**config.mk**
```make
export PLATFORM = sky130hd
export DESIGN_NAME = dff_bank_scheduler
export DESIGN_NICKNAME = d
export VERILOG_FILES = /design/src/rtl/dff_sched_pkg.sv /design/src/rtl/rr_arbiter.sv /design/src/rtl/dff_bank_scheduler.sv
export SDC_FILE = /design/constraint.sdc
export NUM_CORES = 1
export LEC_CHECK = 0
export ABC_AREA = 1
export ABC_CLOCK_PERIOD_IN_PS = 4750
export CORE_MARGIN = 2
export CORE_UTILIZATION = 48
export DETAILED_ROUTE_END_ITERATION = 10
export MAX_ROUTING_LAYER = met4
export PLACE_DENSITY = 0.85
export REMOVE_ABC_BUFFERS = 1
export SYNTH_ARGS = -nofsm -noshare
export SYNTH_HDL_FRONTEND = slang
export SYNTH_HIERARCHICAL = 1
export SYNTH_SLANG_ARGS = --single-unit
```
**constraint.sdc**
```tcl
create_clock -name clk -period 4.75 [get_ports clk]
set_input_delay 0.475 -clock clk [delete_from_list [all_inputs] [get_ports clk]]
set_output_delay 0.475 -clock clk [all_outputs]
set_load 0.02 [all_outputs]
```
**src/rtl/dff_sched_pkg.sv**
```systemverilog
// Shared types for the flip-flop bank scheduler: bank command encoding and FSM states.
package dff_sched_pkg;

  typedef enum logic [1:0] {
    OP_LOAD   = 2'b00,
    OP_CLEAR  = 2'b01,
    OP_PRESET = 2'b10,
    OP_RSVD   = 2'b11
  } op_e;

  typedef enum logic [1:0] {
    IDLE,
    ARB,
    DRIVE,
    ACK
  } state_e;

endpackage

```
**src/rtl/rr_arbiter.sv**
```systemverilog
// Combinational round-robin arbiter: grants the first set request at or after ptr_i, wrapping.
module rr_arbiter #(
  parameter int N  = 4,
  parameter int IW = (N > 1) ? $clog2(N) : 1
) (
  input  logic [N-1:0]  req_i,
  input  logic [IW-1:0] ptr_i,
  output logic [N-1:0]  gnt_o,
  output logic [IW-1:0] idx_o,
  output logic          vld_o
);

  logic [IW-1:0] j;

  always_comb begin
    gnt_o = '0;
    idx_o = '0;
    vld_o = 1'b0;
    j     = '0;
    for (int i = 0; i < N; i++) begin
      j = IW'((int'(ptr_i) + i) % N);
      if (!vld_o && req_i[j]) begin
        vld_o    = 1'b1;
        idx_o    = j;
        gnt_o[j] = 1'b1;
      end
    end
  end

endmodule

```
**src/rtl/dff_bank_scheduler.sv**
```systemverilog
// Round-robin scheduler driving a DFF bank's enable/data/preset/clear pins, one command at a time.
// Optional macro DFF_SCHED_PRIO_EN gives requester 0 fixed priority over the round-robin.
module dff_bank_scheduler
  import dff_sched_pkg::*;
#(
  parameter  int N_REQ  = 4,
  parameter  int N_REGS = 4,
  parameter  int DATA_W = 8,
  localparam int ADDR_W = $clog2(N_REGS),
  localparam int IDW    = $clog2(N_REQ)
) (
  input  logic                          clk,
  input  logic                          rst_n,
  input  logic [N_REQ-1:0]              req,
  input  logic [N_REQ-1:0][1:0]         op,
  input  logic [N_REQ-1:0][ADDR_W-1:0]  addr,
  input  logic [N_REQ-1:0][DATA_W-1:0]  wdata,
  output logic [N_REQ-1:0]              ack,
  output logic                          err,
  output logic [DATA_W-1:0]             bank_d,
  output logic [N_REGS-1:0]             bank_en,
  output logic [N_REGS-1:0]             bank_clr_n,
  output logic [N_REGS-1:0]             bank_pre_n,
  output logic                          busy
);

  state_e              state_q, state_d;
  logic [IDW-1:0]      rr_q, rr_d;
  logic [IDW-1:0]      win_q, win_d;
  op_e                 op_q, op_d;
  logic [N_REQ-1:0]    ack_q, ack_d;
  logic                err_q, err_d;
  logic [DATA_W-1:0]   bd_q, bd_d;
  logic [N_REGS-1:0]   en_q, en_d, clr_q, clr_d, pre_q, pre_d;

  logic [N_REQ-1:0]    a_gnt;
  logic [IDW-1:0]      a_idx, sel_idx;
  logic                a_vld;
  logic [ADDR_W-1:0]   sel_addr;

  rr_arbiter #(.N(N_REQ), .IW(IDW)) u_arb (
    .req_i (req),
    .ptr_i (rr_q),
    .gnt_o (a_gnt),
    .idx_o (a_idx),
    .vld_o (a_vld)
  );

`ifdef DFF_SCHED_PRIO_EN
  assign sel_idx = req[0] ? '0 : a_idx;
`else
  assign sel_idx = a_idx;
`endif
  assign sel_addr = addr[sel_idx];

  always_comb begin
    state_d = state_q;
    rr_d    = rr_q;
    win_d   = win_q;
    op_d    = op_q;
    ack_d   = '0;
    err_d   = 1'b0;
    bd_d    = '0;
    en_d    = '0;
    clr_d   = '1;
    pre_d   = '1;
    unique case (state_q)
      IDLE: if (|req) state_d = ARB;
      ARB: begin
        if (a_vld) begin
          // Bank pins are loaded here so they are registered and valid for the whole DRIVE cycle.
          win_d   = sel_idx;
          op_d    = op_e'(op[sel_idx]);
          state_d = DRIVE;
          unique case (op_d)
            OP_LOAD: begin
              en_d[sel_addr] = 1'b1;
              bd_d           = wdata[sel_idx];
            end
            OP_CLEAR:  clr_d[sel_addr] = 1'b0;
            OP_PRESET: pre_d[sel_addr] = 1'b0;
            default: ;
          endcase
        end else begin
          state_d = IDLE;
        end
      end
      DRIVE: begin
        state_d      = ACK;
        ack_d[win_q] = 1'b1;
        err_d        = (op_q == OP_RSVD);
      end
      ACK: begin
        state_d = IDLE;
`ifdef DFF_SCHED_PRIO_EN
        if (win_q != '0)
`endif
          rr_d = (win_q == IDW'(N_REQ-1)) ? '0 : win_q + 1'b1;
      end
      default: state_d = IDLE;
    endcase
  end

  always_ff @(posedge clk or negedge rst_n) begin
    if (!rst_n) begin
      state_q <= IDLE;
      rr_q    <= '0;
      win_q   <= '0;
      op_q    <= OP_LOAD;
      ack_q   <= '0;
      err_q   <= 1'b0;
      bd_q    <= '0;
      en_q    <= '0;
      clr_q   <= '1;
      pre_q   <= '1;
    end else begin
      state_q <= state_d;
      rr_q    <= rr_d;
      win_q   <= win_d;
      op_q    <= op_d;
      ack_q   <= ack_d;
      err_q   <= err_d;
      bd_q    <= bd_d;
      en_q    <= en_d;
      clr_q   <= clr_d;
      pre_q   <= pre_d;
    end
  end

  assign ack        = ack_q;
  assign err        = err_q;
  assign bank_d     = bd_q;
  assign bank_en    = en_q;
  assign bank_clr_n = clr_q;
  assign bank_pre_n = pre_q;
  assign busy       = (state_q != IDLE);

endmodule

```
==> impl_results.md <==
- Critical path endpoint category: flip-flop
- Pleak: 1.37 nW
- Max-Cap Viols: 0
- Die Footprint: approximately 4800 µm²
- Clock Skews: about 0.0049 ns
- Fillcell total: 319
- Num CTS Buffers: 5
- Post-CTS resize count: 0
- Clock Power Share: 0.083
- Routed Antenna Nets: 0
- Setup TNS: 0 ns
- GRT Util Overall: 0.211
- Wire per inst: around 12 µm
- Initial Util: 0.505
- Synth Instances: around 270
- Final Hold Fails: 0
- Period utilisation layout: 0.742
- First-pass GRT wire length: between 7000 and 8000 µm
- First-pass detailed-route iteration total: 4
- Number of setup buffers added after CTS: 0
- DP HPWL: about 3600 µm
- Max VDD drop: 448 µV
- Detailed Route Iter0 Violations: between 90 and 100
- Nets: approximately 400
- Power Total: ~0.0024 W
- FMAX: 0.284 GHz
- Area growth syn-to-layout: 42.4%
- Area occupied by multi-input gates: slightly below 1000 µm²
- Yosys warns: 6
- Site row count: 23
- Max FO, Critical Path: 26
- CTS root buf: clkbuf_8
- Final Critical Period: 3.53 ns
- Clk slew on worst S/H paths: 0.07 ns
- CP arrival: around 3.7 ns
- CP Launch Type: flip-flop
- Register area: 836 µm²
- Required @ worst endpoint: 4.91 ns
- Layout Cell Area excl Fill: between 2000 and 3000 µm²
- Boundary Pins: 80
- Die W: approximately 69 µm
- Drt total wl: 4690 µm
- CP Class: flip-flop to flip-flop
- CTS Sinks: 33
- Pwr Density: a little over 800 nW/µm²
- Placed Cells: ~390
- Layout cells sized above 1: 0.171
- Core ar.: 4030 µm²
- Seq pwr share: 0.183
- Placer Congestion: around 0.88
- Skew-Pair Late Insertion Delay: around 0.28 ns
- Relative slew slack: 0.318
- Hold Buf Count CTS: 0
- Non-Filler Instances: slightly below 400
- Status: finished clean
- Mean area per synthesized cell: approximately 7.6 µm²
- Final slew viol count: 0
- R2R Setup Slk: 1.22 ns
- Internal power: 0.00108 W
- Hold Crit Class: flip-flop to flip-flop
- Clock Path Buffers: 2
- Largest net degree at the start of global routing: 34
- Initial antenna violation count: 0
- Routed vias/inst: 4.90
- Post-Synthesis Cell Area: 2030 µm²
- DR DRC count: 0
- Setup violators final: 0
- Slew at the pin closest to its max-slew limit: 1.02 ns
- Comb pwr share: 0.734
- Antenna cells: 0
- Vias: slightly below 2,000
- Number of global-route vias before repair: ~1,900
- Gr ovfl total: 0
- Sw Ratio: 0.551
- Area after DPL: approximately 2800 µm²
- Switching power: ~0.0013 W
- RSZ-0062 raised after global routing: false
- CTS tree: done
- Buffers on Ports: 79
- Die Y: approximately 69 µm
- H-tree levels: 2
-- registers in the layout, summed over array words and instances, names as in the netlist, named ones only --
name	cells
op_q	2
rr_q	2
win_q	2
bank_clr_n	4
state_q	1
bank_en	4
ack	4
err	1
bank_pre_n	4
bank_d	8
-- layout make-up --
class	instances	share of cell area
sequential	33	0.289
multi-input combinational	192	0.341
inverter	32	0.0441
tap	50	0.0216
clock buffer	6	0.0251
timing repair buffer	80	0.276
clock inverter	2	0.00346
-- through the flow --
step	utilization	worst slack (ns)	hold WS (ns)
6_report	0.719	1.22	0.510
5_1_grt	0.719	0.901	0.555
4_1_cts	0.719	1.23	0.505
3_5_place_dp	0.698	1.20	0.490
3_3_place_gp	0.698	1.35	0.465
2_1_floorplan	-	1.94	0.179
-- cells in the final DEF, fill, tap and decap left out, drive strengths merged --
master / count
clkbuf: 6
clkinv: 2
nor2: 62
buf: 1
inv: 32
dfrtp: 25
nand4: 3
mux2: 1
clkdlybuf4s50: 79
nand2: 77
ha: 5
dfstp: 8
o21ai: 19
nand3: 20
o31ai: 1
a21oi: 3
or2: 1
-- path summary, 6_finish.rpt --
path	from	to	cells after the start
worst max-delay path	rr_q[0]$_DFFE_PN0N_	bank_d[7]$_DFF_PN0_	14
worst min-delay path	op_q[0]$_DFFE_PN0P_	op_q[0]$_DFFE_PN0P_	2
worst max register to register	rr_q[0]$_DFFE_PN0N_	bank_d[7]$_DFF_PN0_	14
worst min register to register	op_q[0]$_DFFE_PN0P_	op_q[0]$_DFFE_PN0P_	2
max in group asynchronous	rst_n	bank_pre_n[2]$_DFF_PN1_	2
min in group asynchronous	rst_n	bank_en[0]$_DFF_PN0_	2
-- worst max-delay path, stage by stage (launching register included) --
cell and delay [ns]:
dfrtp_1 0.48, inv_2 0.15, ha_1 0.40, inv_1 0.16, nand3_1 0.09, nand2_1 0.07
nor2_1 0.06, a21oi_1 0.12, nand3_1 0.72, inv_6 0.46, nand2_1 0.09, nand3_1 0.13
nand2_2 0.11, nand3_2 0.28, nor2_1 0.08
-- layer usage --
metal / GRT usage / vias to the layer above / share of wire
met5: - / - / 0
met4: 0.0980 / 0 / 0.027
met3: 0.0409 / 10 / 0.053
met2: 0.360 / 77 / 0.51
met1: 0.239 / 874 / 0.41
li1: - / 973 / -
-- power by group through the flow --
| stage | Clock [W] | Sequential, W | Combinational [W] |
|---|---|---|---|
| finish | 0.000198 | 0.000440 | 0.00176 |
| CTS | 0.000201 | 0.000441 | 0.00176 |
| global placement | 0 | 0.000441 | 0.00170 |
| floorplan | 0 | 0.000503 | 0.00125 |
| global route | 0.000211 | 0.000452 | 0.00197 |
| detailed placement | 0 | 0.000445 | 0.00175 |
No activity file was read; power rests on OpenSTA's default activity.
